$ cat config.mk
export PLATFORM = sky130hd
export DESIGN_NAME = multicycle_controller
export DESIGN_NICKNAME = d
export VERILOG_FILES = /design/src/rtl/multicycle_controller.sv
export SDC_FILE = /design/constraint.sdc
export NUM_CORES = 1
export LEC_CHECK = 0
export BUFFER_PORTS_ARGS = -buffer_cell sky130_fd_sc_hd__buf_2
export CORE_ASPECT_RATIO = 1.4
export CORE_MARGIN = 4
export CORE_UTILIZATION = 48
export DETAILED_ROUTE_END_ITERATION = 10
export GPL_TIMING_DRIVEN = 0
export PLACE_DENSITY = 0.94
export REMOVE_ABC_BUFFERS = 1
export SLEW_MARGIN = 5
export SYNTH_ARGS = -nofsm -noshare
export SYNTH_HDL_FRONTEND = slang
export SYNTH_SLANG_ARGS = --single-unit
$ cat constraint.sdc
create_clock -name clk -period 3.6 [get_ports clk]
set_input_delay 0.18 -clock clk [delete_from_list [all_inputs] [get_ports clk]]
set_output_delay 0.18 -clock clk [all_outputs]
set_load 0.005 [all_outputs]
$ cat src/rtl/multicycle_controller.sv
// rtl/multicycle_controller.sv - multi-cycle control FSM for the MIPS-subset datapath
module multicycle_controller #(
   parameter int CNT_W = 16
) (
   input  logic             clk,
   input  logic             rst_n,
   input  logic [31:0]      instruction,
   input  logic             zero,
   input  logic             mem_ready,
   output logic             mem_read,
   output logic             mem_write,
   output logic             i_or_d,
   output logic             ir_write,
   output logic             pc_en,
   output logic [1:0]       pc_source,
   output logic             alu_src_a,
   output logic [1:0]       alu_src_b,
   output logic [2:0]       alu_op,
   output logic             reg_write,
   output logic             reg_dst,
   output logic             mem_reg,
   output logic             halted,
   output logic             illegal,
   output logic [3:0]       state,
   output logic [CNT_W-1:0] instr_count
);

   localparam logic [3:0] S_IDLE     = 4'd0;
   localparam logic [3:0] S_FETCH    = 4'd1;
   localparam logic [3:0] S_DECODE   = 4'd2;
   localparam logic [3:0] S_MEM_ADDR = 4'd3;
   localparam logic [3:0] S_MEM_RD   = 4'd4;
   localparam logic [3:0] S_MEM_WB   = 4'd5;
   localparam logic [3:0] S_MEM_WR   = 4'd6;
   localparam logic [3:0] S_R_EXEC   = 4'd7;
   localparam logic [3:0] S_R_WB     = 4'd8;
   localparam logic [3:0] S_I_EXEC   = 4'd9;
   localparam logic [3:0] S_I_WB     = 4'd10;
   localparam logic [3:0] S_BRANCH   = 4'd11;
   localparam logic [3:0] S_JUMP     = 4'd12;
   localparam logic [3:0] S_HALT     = 4'd13;

   localparam logic [5:0] OP_RTYPE = 6'h00;
   localparam logic [5:0] OP_J     = 6'h02;
   localparam logic [5:0] OP_BEQ   = 6'h04;
   localparam logic [5:0] OP_ADDI  = 6'h08;
   localparam logic [5:0] OP_LW    = 6'h23;
   localparam logic [5:0] OP_SW    = 6'h2b;
   localparam logic [5:0] OP_HALT  = 6'h3f;
   localparam logic [5:0] FN_ADD   = 6'h20;
   localparam logic [5:0] FN_SLT   = 6'h2a;

   logic [5:0] opcode;
   logic [5:0] funct;
   logic [3:0] state_next;
   logic       retire;
   logic       set_illegal;
   logic       unused_fields;

   assign opcode        = instruction[31:26];
   assign funct         = instruction[5:0];
   assign unused_fields = ^instruction[25:6];

   always_ff @(posedge clk or negedge rst_n) begin
      if (!rst_n) begin
         state       <= S_IDLE;
         instr_count <= '0;
         illegal     <= 1'b0;
      end else begin
         state <= state_next;
         if (retire)
            instr_count <= instr_count + CNT_W'(1);
         if (set_illegal)
            illegal <= 1'b1;
      end
   end

   // retire marks the transition that completes an instruction
   always_comb begin
      state_next  = state;
      retire      = 1'b0;
      set_illegal = 1'b0;
      case (state)
         S_IDLE:   state_next = S_FETCH;
         S_FETCH:  if (mem_ready) state_next = S_DECODE;
         S_DECODE: begin
            case (opcode)
               OP_RTYPE: begin
                  if (funct == FN_ADD || funct == FN_SLT) begin
                     state_next = S_R_EXEC;
                  end else begin
                     state_next  = S_HALT;
                     set_illegal = 1'b1;
                  end
               end
               OP_ADDI:       state_next = S_I_EXEC;
               OP_LW, OP_SW:  state_next = S_MEM_ADDR;
               OP_BEQ:        state_next = S_BRANCH;
               OP_J:          state_next = S_JUMP;
               OP_HALT: begin
                  state_next = S_HALT;
                  retire     = 1'b1;
               end
               default: begin
                  state_next  = S_HALT;
                  set_illegal = 1'b1;
               end
            endcase
         end
         S_MEM_ADDR: state_next = (opcode == OP_LW) ? S_MEM_RD : S_MEM_WR;
         S_MEM_RD:   if (mem_ready) state_next = S_MEM_WB;
         S_MEM_WR: begin
            if (mem_ready) begin
               state_next = S_FETCH;
               retire     = 1'b1;
            end
         end
         S_R_EXEC: state_next = S_R_WB;
         S_I_EXEC: state_next = S_I_WB;
         S_MEM_WB, S_R_WB, S_I_WB, S_BRANCH, S_JUMP: begin
            state_next = S_FETCH;
            retire     = 1'b1;
         end
         S_HALT:   state_next = S_HALT;
         default:  state_next = S_IDLE;
      endcase
   end

   always_comb begin
      mem_read  = 1'b0;
      mem_write = 1'b0;
      i_or_d    = 1'b0;
      ir_write  = 1'b0;
      pc_en     = 1'b0;
      pc_source = 2'd0;
      alu_src_a = 1'b0;
      alu_src_b = 2'd0;
      alu_op    = 3'd0;
      reg_write = 1'b0;
      reg_dst   = 1'b0;
      mem_reg   = 1'b0;
      halted    = 1'b0;
      case (state)
         S_FETCH: begin
            mem_read  = 1'b1;
            alu_src_b = 2'd1;
            ir_write  = mem_ready;
            pc_en     = mem_ready;
         end
         S_DECODE:   alu_src_b = 2'd3;
         S_MEM_ADDR: begin
            alu_src_a = 1'b1;
            alu_src_b = 2'd2;
         end
         S_MEM_RD: begin
            mem_read = 1'b1;
            i_or_d   = 1'b1;
         end
         S_MEM_WB: begin
            reg_write = 1'b1;
            mem_reg   = 1'b1;
         end
         S_MEM_WR: begin
            mem_write = 1'b1;
            i_or_d    = 1'b1;
         end
         S_R_EXEC: begin
            alu_src_a = 1'b1;
            alu_op    = (funct == FN_SLT) ? 3'd4 : 3'd0;
         end
         S_R_WB: begin
            reg_write = 1'b1;
            reg_dst   = 1'b1;
         end
         S_I_EXEC: begin
            alu_src_a = 1'b1;
            alu_src_b = 2'd2;
         end
         S_I_WB:   reg_write = 1'b1;
         S_BRANCH: begin
            alu_src_a = 1'b1;
            alu_op    = 3'd6;
            pc_source = 2'd1;
            pc_en     = zero;
         end
         S_JUMP: begin
            pc_source = 2'd2;
            pc_en     = 1'b1;
         end
         S_HALT:   halted = 1'b1;
         default:  ;
      endcase
   end

endmodule

==> impl_metrics.csv <==
group,metric,value,unit
cts,clk_pin_slew,110,ps
floorplanning,core_area,0.00270,mm2
layout,mostFrequentLayoutCell,"buf_2",
routing,drtIter0Drc,35,
yosys,yosys-top-cells-area,"dfrtp_1, xnor2_1, nor2_1",
global_routing,grt_pass1_vias,1279,
critical_path,path_class,"flop to flop",
power,powerDensity,570,mW/mm2
routing,drc,0,
cts,post_cts_resized,0,
min_path,hold_start,"mem_ready",
layout,multi_input_area,795,um2
layout,drive_above_1_share,30.2,%
layout,final_nets,243,
timing,fin_setup_tns,0,ps
layout,fillers,249,
cts,cts_tree,"yes",
routing,ant_nets,0,
yosys,avgSynthCellArea,8.84,um2
cts,cts_buffer_depth,2,
timing,rsz0062_at_grt,"no",
layout,antennaDiodeCount,0,
yosys,synth_cells,158,
layout,final-seq-area,526,um2
power,p_sw,0.409,mW
layout,area_growth,20.1,%
timing,tightest_slew,649,ps
power,leakage,0.831,nW
timing,setup_viol,0,
min_path,hold_depth,3,
timing,min_period_over_period,58.1,%
yosys,syn_area,0.00140,mm2
critical_path,required,3790,ps
layout,stdcell_count,241,
routing,routed_wl,3.18,mm
timing,clock_skew,9.67,ps
place,placed_area,0.00164,mm2
yosys,netlist.area_leader.share,37.6,%
global_routing,overflow,0,
critical_path,critPathLaunchType,"flop",
critical_path,cp_max_fo,18,
floorplanning,initial_core_util,51.8,%
yosys,synthFlopType,"dfrtp_1",
power,seqPwrFrac,41.3,%
routing,drtPass1Iterations,4,
cts,clk-insertion-delay-late,300,ps
routing,routed_via_density,5.67,
outcome,status,"complete, no violations",
timing,drv_slew,0,
floorplanning,std_cell_rows,22,
cts,cts_setup_buffers,0,
place,gp_congestion,0.801,
power,p_sw_share,42.8,%
timing,timing.slew.headroom,55.6,%
place,numPortBuffers,52,
layout,stdcell_area,0.00168,mm2
yosys,synth_seq_area_share,37.6,%
cts,numCtsBuffers,3,
global_routing,grt.total_usage,17.7,%
run,timing.max_cap.violations,0,
timing,max_freq,0.478,GHz
critical_path,critPathArrivalTime,2280,ps
floorplanning,die_h,71.8,um
yosys,async_flop_share,100,%
power,combPwrFrac,47.1,%
timing,hold_viol,0,
floorplanning,die_w,53.6,um
power,p_int,0.547,mW
global_routing,grt_max_degree,22,
yosys,ys_warn_count,0,
power,power,0.956,mW
critical_path,reg2reg_depth,5,
cts,clock-sinks,21,
critical_path,cp-end-kind,"flop",
min_path,hold_path.class,"primary input to flop",
critical_path,reg2reg_from,"state[1]",
critical_path,cp-startpoint,"state[1]",
place,dpl.cell_count,236,
layout,final_cell_mix,"buf_2, dfrtp_1, nor2_1",
yosys,ys_ff_latch,21,
yosys,synth_cell_type_count,48,
routing,wire_per_inst,13.2,um
power,ir_worst_vdd,0.347,mV
global_routing,grt_first_pass_wirelength,5.34,mm
yosys,synth-edff-count,0,
global_routing,antenna_found_initial,0,
cts,cts-root-buf,"clkbuf_4",
floorplanning,die_area,0.00385,mm2
timing,fin_crit,2090,ps
floorplanning,ios,74,
power,power_frac_clock,11.6,%
cts,cts-hold-fix-buffers,1,
yosys,synth_top_area_cell,"dfrtp_1",
routing,vias,1367,
place,place.detailed.hpwl,2.48,mm
cts,cts_max_level,1,
worst max-delay path, stage by stage, from the launching register on:
cell	delay (ps)
dfrtp_1	670
or4b_4	570
nor3_4	180
o31a_2	270
nand4_1	140
xnor2_1	150
metal layers:
metal | share of wire, % | up-vias | wire [um] | track usage, %
li1 | - | 662 | - | -
met1 | 39 | 637 | 1250 | 20.6
met2 | 51 | 61 | 1610 | 31.1
met3 | 8.1 | 7 | 256 | 2.29
met4 | 2.1 | 0 | 67 | 7.95
met5 | 0 | - | 0 | 0
per-stage QoR:
step,hold WS [ps],utilization (%),worst slack [ps]
floorplan,-116,-,1730
CTS,230,62.2,1500
global route,230,62.2,1390
finish,233,62.2,1510
detailed placement,155,60.8,1530
global placement,145,60.8,1550
power groups by stage:
stage | clock [mW] | sequential, mW | combinational [mW]
after floorplan | 0 | 0.380 | 0.280
after global placement | 0 | 0.396 | 0.447
after detailed placement | 0 | 0.399 | 0.452
after CTS | 0.115 | 0.394 | 0.456
after global routing | 0.123 | 0.410 | 0.505
final | 0.110 | 0.395 | 0.450
Yosys cell counts, drive strengths merged (2+ instances only):
master  instances
nand2           9
or3             2
dfrtp          21
inv             4
a31oi           2
xor2            5
and4b           2
o21ai           5
nor2           17
and3            3
buf             9
o21bai          2
nand2b          4
nor3            8
nor2b           2
a211oi          2
xnor2          12
o22ai           4
nand3          10
nand4           6
a21oi           6
state kept, by name (all words and copies together) (netlist names):
name / flops
illegal: 1
instr_count: 16
state: 4
path summary, 6_finish.rpt:
path	endpoint	slack [ps]
max	instr_count[12]	1510
min	state[2]	230
max reg2reg	instr_count[12]	1510
min reg2reg	instr_count[15]	470
max in group asynchronous	state[1]	2950
min in group asynchronous	instr_count[7]	330
cell families (layout without fill, tap and decap cells):
kind of cell	count (synthesis)	after routing	synth area share, %
xor+xnor	17	17	10.7
compound gates	32	32	16.1
mux	1	1	0.806
flops	21	21	37.6
fa+ha+maj	2	2	1.61
simple gates	70	70	27.4
other cells	1	1	0.269
buf+inv	14	61	5.47
cell type report:
type / count / area share [%]
inverters: 4 / 0.896
clock buffers: 4 / 1.57
well taps: 36 / 2.69
repair buffers: 53 / 16.1
flip-flops and latches: 21 / 31.3
multi-input cells: 123 / 47.4
Note: power is estimated with default switching activity, not from simulation.
